### src/rtl/peak_detect_nch_if.sv
// Bundle of the burst-input, result-output and status signals of peak_detect_nch.
// Combinational only, so it adds no latency.
// Backpressure: res_ready from the consumer holds the result until a handshake completes.
interface peak_detect_nch_if #(
    parameter int NCH = 4,
    parameter int DW  = 16,
    parameter int IW  = 12
);
    logic                in_valid;
    logic [NCH*DW-1:0]   din;
    logic                res_ready;
    logic                res_valid;
    logic [NCH*DW-1:0]   peak;
    logic [NCH*IW-1:0]   peak_idx;
    logic [NCH-1:0]      ovf;
    logic                trunc;
    logic                busy;

    // Producer/consumer side: drives the samples and the result acceptance
    modport master (
        output in_valid, din, res_ready,
        input  res_valid, peak, peak_idx, ovf, trunc, busy
    );

    // Detector side
    modport slave (
        input  in_valid, din, res_ready,
        output res_valid, peak, peak_idx, ovf, trunc, busy
    );
endinterface

### src/rtl/peak_detect_nch.sv
// Per-channel burst peak detector: tracks the maximum (optionally absolute) sample and its beat index.
// Latency: the result is valid on the cycle after in_valid first falls at the end of a burst.
// Backpressure: the result is held until res_ready; bursts seen while holding or re-arming are dropped.
module peak_detect_nch #(
    parameter int          NCH      = 4,
    parameter int          DW       = 16,
    parameter int          IW       = 12,
    parameter int unsigned TH       = 30000,
    parameter bit          ABS_MODE = 1'b0
) (
    input  logic clk,
    input  logic rst,
    peak_detect_nch_if.slave bus
);

    typedef enum logic [1:0] {
        REARM = 2'd0,
        IDLE  = 2'd1,
        ACQ   = 2'd2,
        HOLD  = 2'd3
    } state_t;

    localparam logic [IW-1:0] CNT_MAX  = {IW{1'b1}};
    localparam logic [DW-1:0] MOST_NEG = {1'b1, {(DW-1){1'b0}}};
    localparam logic [DW-1:0] MAX_POS  = {1'b0, {(DW-1){1'b1}}};
    // A threshold that does not fit in DW bits can never be exceeded
    localparam bit            TH_BIG   = (DW < 32) && (64'(TH) >= (64'd1 << DW));
    localparam logic [DW-1:0] TH_V     = DW'(TH);

    state_t          state;
    logic [IW-1:0]   cnt;
    logic            cnt_full;
    logic            run_trunc;
    logic [DW-1:0]   run_peak [NCH];
    logic [IW-1:0]   run_idx  [NCH];
    logic [DW-1:0]   cand     [NCH];
    logic [DW-1:0]   smp;

    logic                res_valid_q;
    logic [NCH*DW-1:0]   peak_q;
    logic [NCH*IW-1:0]   peak_idx_q;
    logic [NCH-1:0]      ovf_q;
    logic                trunc_q;
    logic                busy_q;

    // Candidate magnitude per channel: negatives clamp to 0, or fold to |x| with saturation
    always_comb begin
        smp = '0;
        for (int i = 0; i < NCH; i++) begin
            smp     = bus.din[i*DW +: DW];
            cand[i] = '0;
            if (!smp[DW-1]) begin
                cand[i] = smp;
            end else if (ABS_MODE) begin
                cand[i] = (smp == MOST_NEG) ? MAX_POS : (~smp + 1'b1);
            end
        end
    end

    // Control FSM, running peaks and registered result outputs
    always_ff @(posedge clk) begin
        if (rst) begin
            state       <= REARM;
            cnt         <= '0;
            cnt_full    <= 1'b0;
            run_trunc   <= 1'b0;
            res_valid_q <= 1'b0;
            peak_q      <= '0;
            peak_idx_q  <= '0;
            ovf_q       <= '0;
            trunc_q     <= 1'b0;
            busy_q      <= 1'b0;
            for (int i = 0; i < NCH; i++) begin
                run_peak[i] <= '0;
                run_idx[i]  <= '0;
            end
        end else begin
            case (state)
                // Wait for any burst in flight to end so only whole bursts are captured
                REARM: begin
                    if (!bus.in_valid) begin
                        state <= IDLE;
                    end
                end
                // First beat of a burst seeds the running peaks as beat 0
                IDLE: begin
                    if (bus.in_valid) begin
                        state     <= ACQ;
                        busy_q    <= 1'b1;
                        cnt       <= IW'(1);
                        cnt_full  <= 1'b0;
                        run_trunc <= 1'b0;
                        for (int i = 0; i < NCH; i++) begin
                            run_peak[i] <= cand[i];
                            run_idx[i]  <= '0;
                        end
                    end
                end
                ACQ: begin
                    if (bus.in_valid) begin
                        // Strictly-greater update keeps the earliest index on ties
                        for (int i = 0; i < NCH; i++) begin
                            if (cand[i] > run_peak[i]) begin
                                run_peak[i] <= cand[i];
                                run_idx[i]  <= cnt;
                            end
                        end
                        // cnt_full marks that index CNT_MAX has already been used
                        if (cnt_full) begin
                            run_trunc <= 1'b1;
                        end
                        if (cnt == CNT_MAX) begin
                            cnt_full <= 1'b1;
                        end else begin
                            cnt <= cnt + 1'b1;
                        end
                    end else begin
                        state       <= HOLD;
                        res_valid_q <= 1'b1;
                        trunc_q     <= run_trunc;
                        for (int i = 0; i < NCH; i++) begin
                            peak_q[i*DW +: DW]     <= run_peak[i];
                            peak_idx_q[i*IW +: IW] <= run_idx[i];
                            ovf_q[i]               <= !TH_BIG && (run_peak[i] > TH_V);
                        end
                    end
                end
                HOLD: begin
                    if (bus.res_ready) begin
                        res_valid_q <= 1'b0;
                        busy_q      <= 1'b0;
                        state       <= REARM;
                    end
                end
                default: begin
                    state <= REARM;
                end
            endcase
        end
    end

    assign bus.res_valid = res_valid_q;
    assign bus.peak      = peak_q;
    assign bus.peak_idx  = peak_idx_q;
    assign bus.ovf       = ovf_q;
    assign bus.trunc     = trunc_q;
    assign bus.busy      = busy_q;

endmodule

### src/flat_wrapper.sv
// flat-port wrapper written by rule: the top's interface ports become plain ports
module peak_detect_nch_flat 
#(
    parameter int          NCH      = 4,
    parameter int          DW       = 16,
    parameter int          IW       = 12,
    parameter int unsigned TH       = 30000,
    parameter bit          ABS_MODE = 1'b0
)
  (clk, rst, bus_in_valid, bus_din, bus_res_ready, bus_res_valid, bus_peak, bus_peak_idx, bus_ovf, bus_trunc, bus_busy);
  peak_detect_nch_if #(.NCH(NCH), .DW(DW), .IW(IW)) bus_i ();
  input  logic clk;
  input  logic rst;
  input wire logic [$bits(bus_i.in_valid)-1:0] bus_in_valid;
  input wire logic [$bits(bus_i.din)-1:0] bus_din;
  input wire logic [$bits(bus_i.res_ready)-1:0] bus_res_ready;
  output wire logic [$bits(bus_i.res_valid)-1:0] bus_res_valid;
  output wire logic [$bits(bus_i.peak)-1:0] bus_peak;
  output wire logic [$bits(bus_i.peak_idx)-1:0] bus_peak_idx;
  output wire logic [$bits(bus_i.ovf)-1:0] bus_ovf;
  output wire logic [$bits(bus_i.trunc)-1:0] bus_trunc;
  output wire logic [$bits(bus_i.busy)-1:0] bus_busy;
  assign bus_i.in_valid = bus_in_valid;
  assign bus_i.din = bus_din;
  assign bus_i.res_ready = bus_res_ready;
  assign bus_res_valid = bus_i.res_valid;
  assign bus_peak = bus_i.peak;
  assign bus_peak_idx = bus_i.peak_idx;
  assign bus_ovf = bus_i.ovf;
  assign bus_trunc = bus_i.trunc;
  assign bus_busy = bus_i.busy;
  peak_detect_nch #(.NCH(NCH), .DW(DW), .IW(IW), .TH(TH), .ABS_MODE(ABS_MODE)) u_core (.clk(clk), .rst(rst), .bus(bus_i));
endmodule
### config.mk
export PLATFORM = sky130hd
export DESIGN_NAME = peak_detect_nch_flat
export DESIGN_NICKNAME = d
export VERILOG_FILES = /design/src/rtl/peak_detect_nch_if.sv /design/src/rtl/peak_detect_nch.sv /design/src/flat_wrapper.sv
export SDC_FILE = /design/constraint.sdc
export NUM_CORES = 1
export LEC_CHECK = 0
export BUFFER_PORTS_ARGS = -buffer_cell sky130_fd_sc_hd__clkbuf_2
export CAP_MARGIN = 20
export CORE_AREA = 2 2 169 171
export DETAILED_ROUTE_END_ITERATION = 12
export DIE_AREA = 0 0 171 173
export GPL_TIMING_DRIVEN = 0
export MAX_ROUTING_LAYER = met4
export PLACE_DENSITY = 0.73
export SETUP_SLACK_MARGIN = 0.3
export SYNTH_ARGS = -nofsm -noshare
export SYNTH_HDL_FRONTEND = slang
export SYNTH_SLANG_ARGS = --single-unit
### constraint.sdc
create_clock -name clk -period 3.06 [get_ports clk]
set_clock_uncertainty 0.2 [all_clocks]
set_input_delay 0.306 -clock clk [delete_from_list [all_inputs] [get_ports clk]]
set_output_delay 0.306 -clock clk [all_outputs]
set_load 0.05 [all_outputs]
==> summary.txt, run 1 <==
Antenna violations before repair -> 0
Area Overhead vs Synth -> 23.5%
Worst Path Arrival -> 2770 ps
Final net count -> 1539
RSZ-0062 raised after global routing -> true
Io pins -> 187
Share of cells above drive strength 1 -> 20.4%
WS Path Type -> reg -> reg
Seq/Total Area, Yosys -> 52.4%
Routed WL -> 29100 um
Global placement routability congestion -> 0.856
Final Hold Fails -> 0
Worst-skew pair later-pin latency -> 530 ps
Largest net degree at the start of global routing -> 28
Post-Syn Instances -> 1177
Num CTS Buffers -> 25
Synth top area share -> 26.3%
Crit. End Element -> flip-flop
DP HPWL -> 21400 um
Critical Path Source Type -> flip-flop
Relative slew slack -> 41.9%
Synth Area per Inst -> 9.32 um2
Clock Pin Slew Worst Setup and Hold Paths -> 60 ps
First-pass DRT Iterations -> 5
Post-route ant nets -> 0
Largest fanout on the critical path -> 15
# diodes -> 0
EDFF count, synth -> 96
Pwr Density -> 645 nW/um2
Max_cap viols -> 0
First-pass GRT wire length -> 44600 um
# port buffers -> 181
Yosys reg bits -> 239
Die ar. -> 29600 um2
Clock sink total -> 239
Dpl cell area -> 12400 um2
DR WL/cell -> 16.2 um
1st-iter DRT viols -> 747
Die width -> 171 um
Status -> finished, final reports clean
GRT overflow -> 0
Non-Filler Instances -> 1802
Total of fill cells in the finished design -> 2603
Critical Path RT -> 3140 ps
Max IR drop VDD -> 0.385 mV
Mapped cell area -> 11000 um2
Count of unique library cells instantiated by Yosys -> 52
GRT Total Usage -> 19.6%
Top FF cell, synth -> dfxtp_1
Leakage -> 5.35 nW
CP max-delay cell -> or4_4
Final Cell Area -> 13500 um2
Routed via count -> 8906
Drc violations -> 0
Post-placement cell count -> 1739
Root Driver -> clkbuf_16
Htree depth -> 1
Hold crit path type -> in -> reg
Initial core utilization -> 39.7%
Post-Route Hold Slack -> 25.6 ps
Max Clock Freq -> 0.372 GHz
CTS tree -> built
Max clock buf depth -> 3
FFs w/ async S/R, synth -> 0%
Core ar. -> 27600 um2
CP peak stage delay -> 530 ps
Top-count cell post-synth -> nand2_1
Setup violations, final -> 0
Max Slew Vio Count -> 0
Min cycle time layout -> 2690 ps
Leading area contributor after synthesis -> edfxtp_1
Die height -> 173 um
Worst-Margin Slew -> 872 ps
Drt via density -> 4.94
Crit share post-route -> 87.9%
Vias in the first global route -> 8697
Top cells by count, synth -> nand2_1, a21oi_1, dfxtp_1, edfxtp_1, inv_1
Tot Pwr -> 8.74 mW
Synth warn -> 0
Critical path cell sequence -> inv_1 > ha_1 > nand4_1 > or4_4 > nor3_4 > nor2_2 > a21boi_2 > buf_6 > clkinvlp_4 > buf_12
Row Count -> 61
Dominant cells by area after synthesis -> edfxtp_1, dfxtp_1, nand2_1, ha_1, a21oi_1
[state kept, by name, summed over array words and instances, names as in the netlist]
| register | count |
|---|---|
| u_core.bus.busy | 1 |
| u_core.bus.res_valid | 1 |
| u_core.cnt_full | 1 |
| u_core.state | 2 |
| u_core.bus.ovf | 4 |
| u_core.run_idx | 48 |
| u_core.run_trunc | 1 |
| u_core.bus.trunc | 1 |
| u_core.cnt | 12 |
| u_core.run_peak | 60 |
| bus_peak_idx | 37 |
| u_core.bus.peak_idx | 11 |
| u_core.bus.peak | 60 |
[worst max-delay path, delay by kind of cell (launching register included)]
family | cells | cell delay (ps)
DFF | 1 | 380
buffers and inverters | 4 | 460
adders and majority gates | 1 | 290
and+or+nand+nor | 4 | 880
AOI/OAI and AO/OA | 1 | 240
[layer usage]
metal | global-route usage [%] | wire, um | vias to the layer above
met3 | 3.57 | 1760 | 41
met5 | - | 0 | -
met4 | 4.98 | 629 | 0
met2 | 31.8 | 13600 | 252
met1 | 25.2 | 13200 | 4167
li1 | - | - | 4446
[path summary, 6_finish.rpt]
path	startpoint	to	slack [ps]	depth (start not counted)
setup / recovery	u_core.run_peak[2][9]	u_core.run_peak[2][11]	370	10
setup reg to reg	u_core.run_peak[2][9]	u_core.run_peak[2][11]	370	10
hold / removal	bus_din[16]	u_core.run_peak[1][0]	30	3
hold reg to reg	u_core.bus.peak[10]	u_core.bus.peak[10]	250	2
[cell usage in the layout (no fill, tap or decap), types with 25 or more instances in the layout]
master,n
ha_1,65
edfxtp_1,96
and2_1,25
a21oi_1,149
dfxtp_1,143
clkbuf_2,189
inv_1,74
clkbuf_16,25
a21boi_0,42
clkbuf_1,34
nor2_1,32
nand2_1,261
nor2b_1,61
[logic make-up (layout without fill, tap and decap cells)]
logic type,Yosys count,in the layout,synth area share (%)
AOI/OAI and AO/OA,272,272,15.3
adders and majority gates,66,66,7.53
muxes,1,1,0.0913
buffers and inverters,147,388,5.67
DFF,239,239,52.4
and+or+nand+nor,444,447,18.5
xor gates and xnor gates,7,7,0.559
other,1,4,0.0342
[timing repair]
action,CTS,global route
gates resized for setup,12,41
cloned,1,2
pin swaps,5,4
hold buffers,4,0
endpoints found under the setup margin,173,211
setup buffers,6,4
hold endpoints to repair,5,0
[layout make-up]
cell class / count / area, um2 / share of cell area, %
plain buffers: 72 / 402 / 2.97
multi-input cells: 797 / 4740 / 35.0
repair buffers: 195 / 1030 / 7.63
well taps: 378 / 473 / 3.49
clock inverters: 19 / 220 / 1.63
clock buffers: 27 / 643 / 4.75
flip-flops and latches: 239 / 5750 / 42.4
inverters: 75 / 285 / 2.11
[through the flow]
stage | setup WS [ps] | TNS [ps] | util [%]
after floorplan | 302 | 0 | -
after global placement | -441 | -40200 | 44.8
after detailed placement | -511 | -47760 | 44.8
after CTS | 240 | 0 | 48.5
after global routing | 193 | 0 | 49.0
final | 370 | 0 | 49.0
[where the power goes]
group          internal, mW  total (mW)  switching [mW]
Clock                  1.94        3.20            1.27
Combinational         0.529        1.75            1.23
Sequential             3.62        3.78           0.161
Total                  6.09        8.74            2.65
No activity file was read; power rests on OpenSTA's default activity.
==> inputs of run 2 (changes only) <==
Settings changed: CORE_AREA 2 2 169 171 to 2 2 158 160, DIE_AREA 0 0 171 173 to 0 0 160 162, PLACE_DENSITY 0.73 to 0.8.
==> run 2 against run 1 <==
- critical path type unchanged
- die area down 12%
- fmax down 3.3%
- sequential cell count unchanged
- global-route usage up 2.6 points
- largest cell class unchanged
- hold slack better by 16 ps
- setup slack worse by 92 ps
- sequential share of layout area down 0.25 points
- largest power group unchanged
- non-clock buffer count up 6
- critical path depth unchanged
- design area up 0.60%
==> summary.txt, run 2 (synthesized netlist as in run 1, its figures left out) <==
Num CTS Buffers -> 25 (unchanged)
Non-Filler Instances -> 1756 (-2.6%)
Worst Path Arrival -> 2860 ps (+90 ps)
CTS tree -> built
1st-iter DRT viols -> 519 (-31%)
GRT Total Usage -> 22.2% (+2.6 points)
Core ar. -> 24100 um2 (-13%)
Most frequent cells in the layout -> nand2_1, clkbuf_2, a21oi_1, dfxtp_1, edfxtp_1
Status -> finished, final reports clean
Io pins -> 187 (unchanged)
Most common cell after layout, fill and taps aside -> nand2_1
Power Internal -> 5.93 mW (-2.6%)
DP HPWL -> 20900 um (-2.5%)
Critical Path Source Type -> flip-flop
Clk network pwr share -> 34.9% (-1.7 points)
Min cycle time layout -> 2780 ps (+91.5 ps)
Max_cap viols -> 0 (unchanged)
Largest net degree at the start of global routing -> 28 (unchanged)
Max clock buf depth -> 3 (unchanged)
Global placement routability congestion -> 0.855 (about the same)
Drc violations -> 0 (unchanged)
Pwr Density -> 632 nW/um2 (-2.1%)
Routed WL -> 29200 um (about the same)
Max Slew Vio Count -> 0 (unchanged)
Post-placement cell count -> 1685 (-3.1%)
First-pass DRT Iterations -> 5 (unchanged)
Root Driver -> clkbuf_16
RSZ-0062 raised after global routing -> true
Register Area -> 5750 um2 (unchanged)
Htree depth -> 1 (unchanged)
Row Count -> 57 (-6.6%)
Post-place setup slack -> -441 ps (+70.3 ps)
Relative slew slack -> 38.7% (-3.2 points)
Max Clock Freq -> 0.360 GHz (-3.3%)
Initial core utilization -> 45.5% (+5.8 points)
Area Overhead vs Synth -> 24.2%
Critical Path RT -> 3140 ps (about the same)
GRT overflow -> 0 (unchanged)
Hold crit path type -> in -> reg
DR WL/cell -> 16.6 um (+2.7%)
Crit share post-route -> 90.9% (+3.0 points)
Switch share -> 31.1% (+0.72 points)
Setup violations, final -> 0 (unchanged)
WS Path Type -> reg -> reg
Die height -> 162 um (-6.4%)
Routed via count -> 9077 (+1.9%)
Multi-input gate area -> 4840 um2 (+2.1%)
Die width -> 160 um (-6.4%)
# diodes -> 0 (unchanged)
Post-Route Hold Slack -> 41.9 ps (+16.3 ps)
Combinational power share -> 21.2% (+1.1 points)
Vias in the first global route -> 8908 (+2.4%)
Reg power frac -> 44.0% (+0.7 points)
First-pass GRT wire length -> 44900 um (+0.60%)
# port buffers -> 181 (unchanged)
P_sw -> 2.67 mW (+0.81%)
Clock sink total -> 239 (unchanged)
Share of cells above drive strength 1 -> 21.0% (+0.65 points)
Worst-skew pair later-pin latency -> 520 ps (about the same)
Post-route ant nets -> 0 (unchanged)
Final worst setup slack -> 278 ps (-91.5 ps)
Largest fanout on the critical path -> 15 (unchanged)
Crit. End Element -> flip-flop
Total of fill cells in the finished design -> 2169 (-17%)
Max IR drop VDD -> 0.358 mV (-7.0%)
Final net count -> 1547 (+0.52%)
Clock Pin Slew Worst Setup and Hold Paths -> 60 ps (about the same)
Die ar. -> 25900 um2 (-12%)
Leakage -> 5.42 nW (+1.3%)
Final Hold Fails -> 0 (unchanged)
Antenna violations before repair -> 0 (unchanged)
Drt via density -> 5.17 (+4.6%)
Worst-Margin Slew -> 919 ps (+47.8 ps)
[run 2: changes by cell type in the layout (fill, tap and decap cells not counted), sizes merged]
cell,change
clkbuf,+10
clkinv,-6
buf,+4
bufinv,-3
nand2b,+2
clkinvlp,+1
[run 2: final timing paths]
path                                       startpoint                    end  slack, ps  depth (start not counted)
worst max-delay path            u_core.run_peak[2][9]  u_core.run_peak[2][1]        280                         10
worst min-delay path                      bus_din[16]  u_core.run_peak[1][0]         40                          3
worst max register to register  u_core.run_peak[2][9]  u_core.run_peak[2][1]        280                         10
worst min register to register     u_core.bus.peak[7]     u_core.bus.peak[7]        250                          2
[run 2: timing repair]
item | 4_1_cts | 5_1_grt
pin swaps | 2 | 9
gates cloned | 1 | 6
resized for setup | 10 | 58
hold buffers | 4 | 0
hold endpoints to repair | 5 | 0
buffers inserted | 4 | 10
endpoints found under the setup margin | 181 | 253
[run 2: per-stage QoR]
stage                     util [%]  cell area, um2  total power, mW  TNS [ps]
after floorplan                  -           11000             5.00         0
after global placement        51.1           12300             5.44    -36460
after detailed placement      51.1           12300             5.50    -48960
after CTS                     55.0           13300             8.53         0
after global routing          56.5           13600             9.00         0
final                         56.5           13600             8.61         0
[run 2: layer usage]
layer / wire [um] / GRT usage, %
met5: 0 / -
met4: 612 / 5.08
met3: 1800 / 3.93
met2: 14000 / 37.2
met1: 12800 / 28.1
[run 2: final cells by class]
| cell class | count | share of cell area [%] |
|---|---|---|
| sequential | 239 | 42.2 |
| multi-input combinational | 799 | 35.5 |
| timing repair buffer | 201 | 8.27 |
| clock buffer | 35 | 5.09 |
| buffer | 72 | 3.03 |
| tap | 324 | 2.98 |
| inverter | 75 | 2.09 |
| clock inverter | 11 | 0.854 |
[run 2: critical path, cell delays in order, from the launching register on]
cell and delay (ps):
edfxtp_1 390, inv_1 90, ha_4 270, nand4_1 120, or4_4 600, nor3_4 190, nor2_4 100, a21boi_4 180
buf_6 140, clkinvlp_4 90, buf_12 150
[run 2: power by group through the flow]
| stage | logic (mW) | registers (mW) | clock network (mW) |
|---|---|---|---|
| after global routing | 2.00 | 3.81 | 3.18 |
| after CTS | 1.71 | 3.78 | 3.04 |
| after floorplan | 0.901 | 4.10 | 0 |
| after global placement | 1.60 | 3.84 | 0 |
| after detailed placement | 1.65 | 3.85 | 0 |
| final | 1.82 | 3.78 | 3.00 |
==> inputs of run 3 (changes only) <==
Settings changed: CORE_AREA 2 2 158 160 to 3 3 159 161, DIE_AREA 0 0 160 162 to 0 0 162 164.
==> run 3 against run 2 <==
- die area grew 2.5%
- first-iteration DRC count up 17%
- core utilization is 0.70 points lower
- non-clock buffer count down 10
- critical path depth is the same
- clock-buffer cell count grew 1
- wire length fell by 1.1%
- clock power up 4%
- sequential power about the same
- sequential share of layout area is 0.53 points higher
- via count decreased by 0.94%
- combinational power shrank 3%
==> summary.txt, run 3 (synthesized netlist as in run 1, its figures left out) <==
HP Start -> bus_din[16]
Largest fanout on the critical path -> 15 (unchanged)
Total of fill cells in the finished design -> 2125 (-2.0%)
Root Driver -> clkbuf_16
Post-route ant nets -> 0 (unchanged)
Area Overhead vs Synth -> 22.7%
Most common cell after layout, fill and taps aside -> nand2_1
1st-iter DRT viols -> 605 (+17%)
Worst Path Buf+Inv -> 4 (unchanged)
Setup violations, final -> 0 (unchanged)
Final Hold Fails -> 0 (unchanged)
CTS tree -> built
GRT overflow -> 0 (unchanged)
Row Count -> 57 (unchanged)
Crit. End Element -> flip-flop
Clock Pin Slew Worst Setup and Hold Paths -> 60 ps (about the same)
Crit share post-route -> 89.1% (-1.8 points)
Htree depth -> 1 (unchanged)
DR WL/cell -> 16.5 um (-0.42%)
Io pins -> 187 (unchanged)
Max IR drop VDD -> 0.314 mV (-12%)
Clock sink total -> 239 (unchanged)
Tot Pwr -> 8.65 mW (+0.49%)
Drc violations -> 0 (unchanged)
DP HPWL -> 20800 um (-0.14%)
Die width -> 162 um (+1.3%)
WS Path Type -> reg -> reg
Final core occ -> 55.8% (-0.70 points)
Num CTS Buffers -> 25 (unchanged)
First-pass DRT Iterations -> 5 (unchanged)
Max clock buf depth -> 3 (unchanged)
Critical path cell sequence -> inv_1 > ha_4 > nand4_1 > or4_4 > nor3_4 > nor2_4 > a21boi_2 > buf_6 > clkinvlp_4 > buf_12
Relative slew slack -> 38.5% (-0.16 points)
Status -> finished, final reports clean
Worst-skew pair later-pin latency -> 530 ps (about the same)
GRT Total Usage -> 21.6% (-0.60 points)
Die ar. -> 26600 um2 (+2.5%)
Vias in the first global route -> 8790 (-1.3%)
CP peak stage delay -> 590 ps (about the same)
# port buffers -> 181 (unchanged)
Non-Filler Instances -> 1744 (-0.68%)
RSZ-0062 raised after global routing -> true
Pwr Density -> 643 nW/um2 (+1.8%)
FF-to-FF Start -> u_core.run_peak[2][9]
Critical Path Source Type -> flip-flop
Initial core utilization -> 45.5% (unchanged)
First-pass GRT wire length -> 44700 um (-0.46%)
Most frequent cells in the layout -> nand2_1, clkbuf_2, a21oi_1, dfxtp_1, edfxtp_1
Global placement routability congestion -> 0.889 (+3.9%)
Routed WL -> 28900 um (-1.1%)
Worst-Margin Slew -> 922 ps (+2.33 ps)
Hold crit path type -> in -> reg
Cell family with most CP delay -> simple AND/OR/NAND/NOR gates
Share of cells above drive strength 1 -> 20.3% (-0.74 points)
Max Clock Freq -> 0.367 GHz (+2.0%)
Post-placement cell count -> 1685 (unchanged)
# diodes -> 0 (unchanged)
Setup TNS Final -> 0 ps (unchanged)
Largest net degree at the start of global routing -> 28 (unchanged)
Drt via density -> 5.16 (-0.25%)
CP max-delay cell -> or4_4
Leakage -> 5.32 nW (-1.9%)
Max Slew Vio Count -> 0 (unchanged)
Min cycle time layout -> 2730 ps (-55.7 ps)
Die height -> 164 um (+1.2%)
Critical Path RT -> 3140 ps (about the same)
Worst Path Arrival -> 2810 ps (-50 ps)
Setup crit start -> u_core.run_peak[2][9]
Max_cap viols -> 0 (unchanged)
Antenna violations before repair -> 0 (unchanged)
Final net count -> 1536 (-0.71%)
Core ar. -> 24100 um2 (unchanged)
Routed via count -> 8992 (-0.94%)
[run 3: changes by cell type in the layout (fill, tap and decap cells not counted), sizes merged]
cell      delta
buf          -7
clkbuf       -2
bufinv       +1
clkinv       -1
clkinvlp     -1
inv          -1
nand2b       -1
[run 3: repair_timing]
action | in CTS | in global routing
gates cloned | 2 | 2
gates resized for setup | 13 | 41
hold buffers | 4 | 0
setup endpoints to repair | 180 | 192
buffers inserted | 4 | 1
pin swaps | 2 | 8
endpoints found under the hold margin | 5 | 0
[run 3: routing by layer]
metal  GRT usage [%]  routed length, um
met2            35.5              13600
met5               -                  0
met4            5.54                572
met1            27.7              12500
met3            3.93               2190
[run 3: worst reg2reg max path, cell delays in order (launching register included)]
cell	delay, ps
edfxtp_1	380
inv_1	90
ha_4	270
nand4_1	100
or4_4	590
nor3_4	170
nor2_4	80
a21boi_2	210
buf_6	160
clkinvlp_4	90
buf_12	160
[run 3: metrics by stage]
| step | area [um2] | hold WS, ps | setup slack [ps] |
|---|---|---|---|
| after floorplan | 11000 | 229 | 302 |
| after global placement | 12300 | 243 | -380 |
| after detailed placement | 12300 | 245 | -422 |
| after CTS | 13300 | 3.24 | 211 |
| after global routing | 13500 | 44.5 | 262 |
| final | 13500 | 19.9 | 334 |
[run 3: report_power, final]
part | switching (mW) | total [mW] | internal [mW] | leakage [nW]
sequential | 0.162 | 3.78 | 3.62 | 2.16
combinational | 1.23 | 1.76 | 0.528 | 2.76
clock | 1.25 | 3.11 | 1.85 | 0.399
[run 3: worst paths after layout]
path | end | slack, ps | depth (start not counted)
setup / recovery | u_core.run_peak[2][14] | 330 | 10
hold / removal | u_core.run_peak[1][0] | 20 | 3
setup reg to reg | u_core.run_peak[2][14] | 330 | 10
hold reg to reg | bus_peak_idx[47] | 250 | 2
[run 3: layout make-up]
class	instances	area, um2	area share, %
flip-flops and latches	239	5750	42.7
multi-input cells	798	4790	35.6
repair buffers	191	1000	7.46
clock buffers	36	707	5.25
well taps	324	405	3.01
plain buffers	72	397	2.95
inverters	75	285	2.12
clock inverters	9	123	0.911
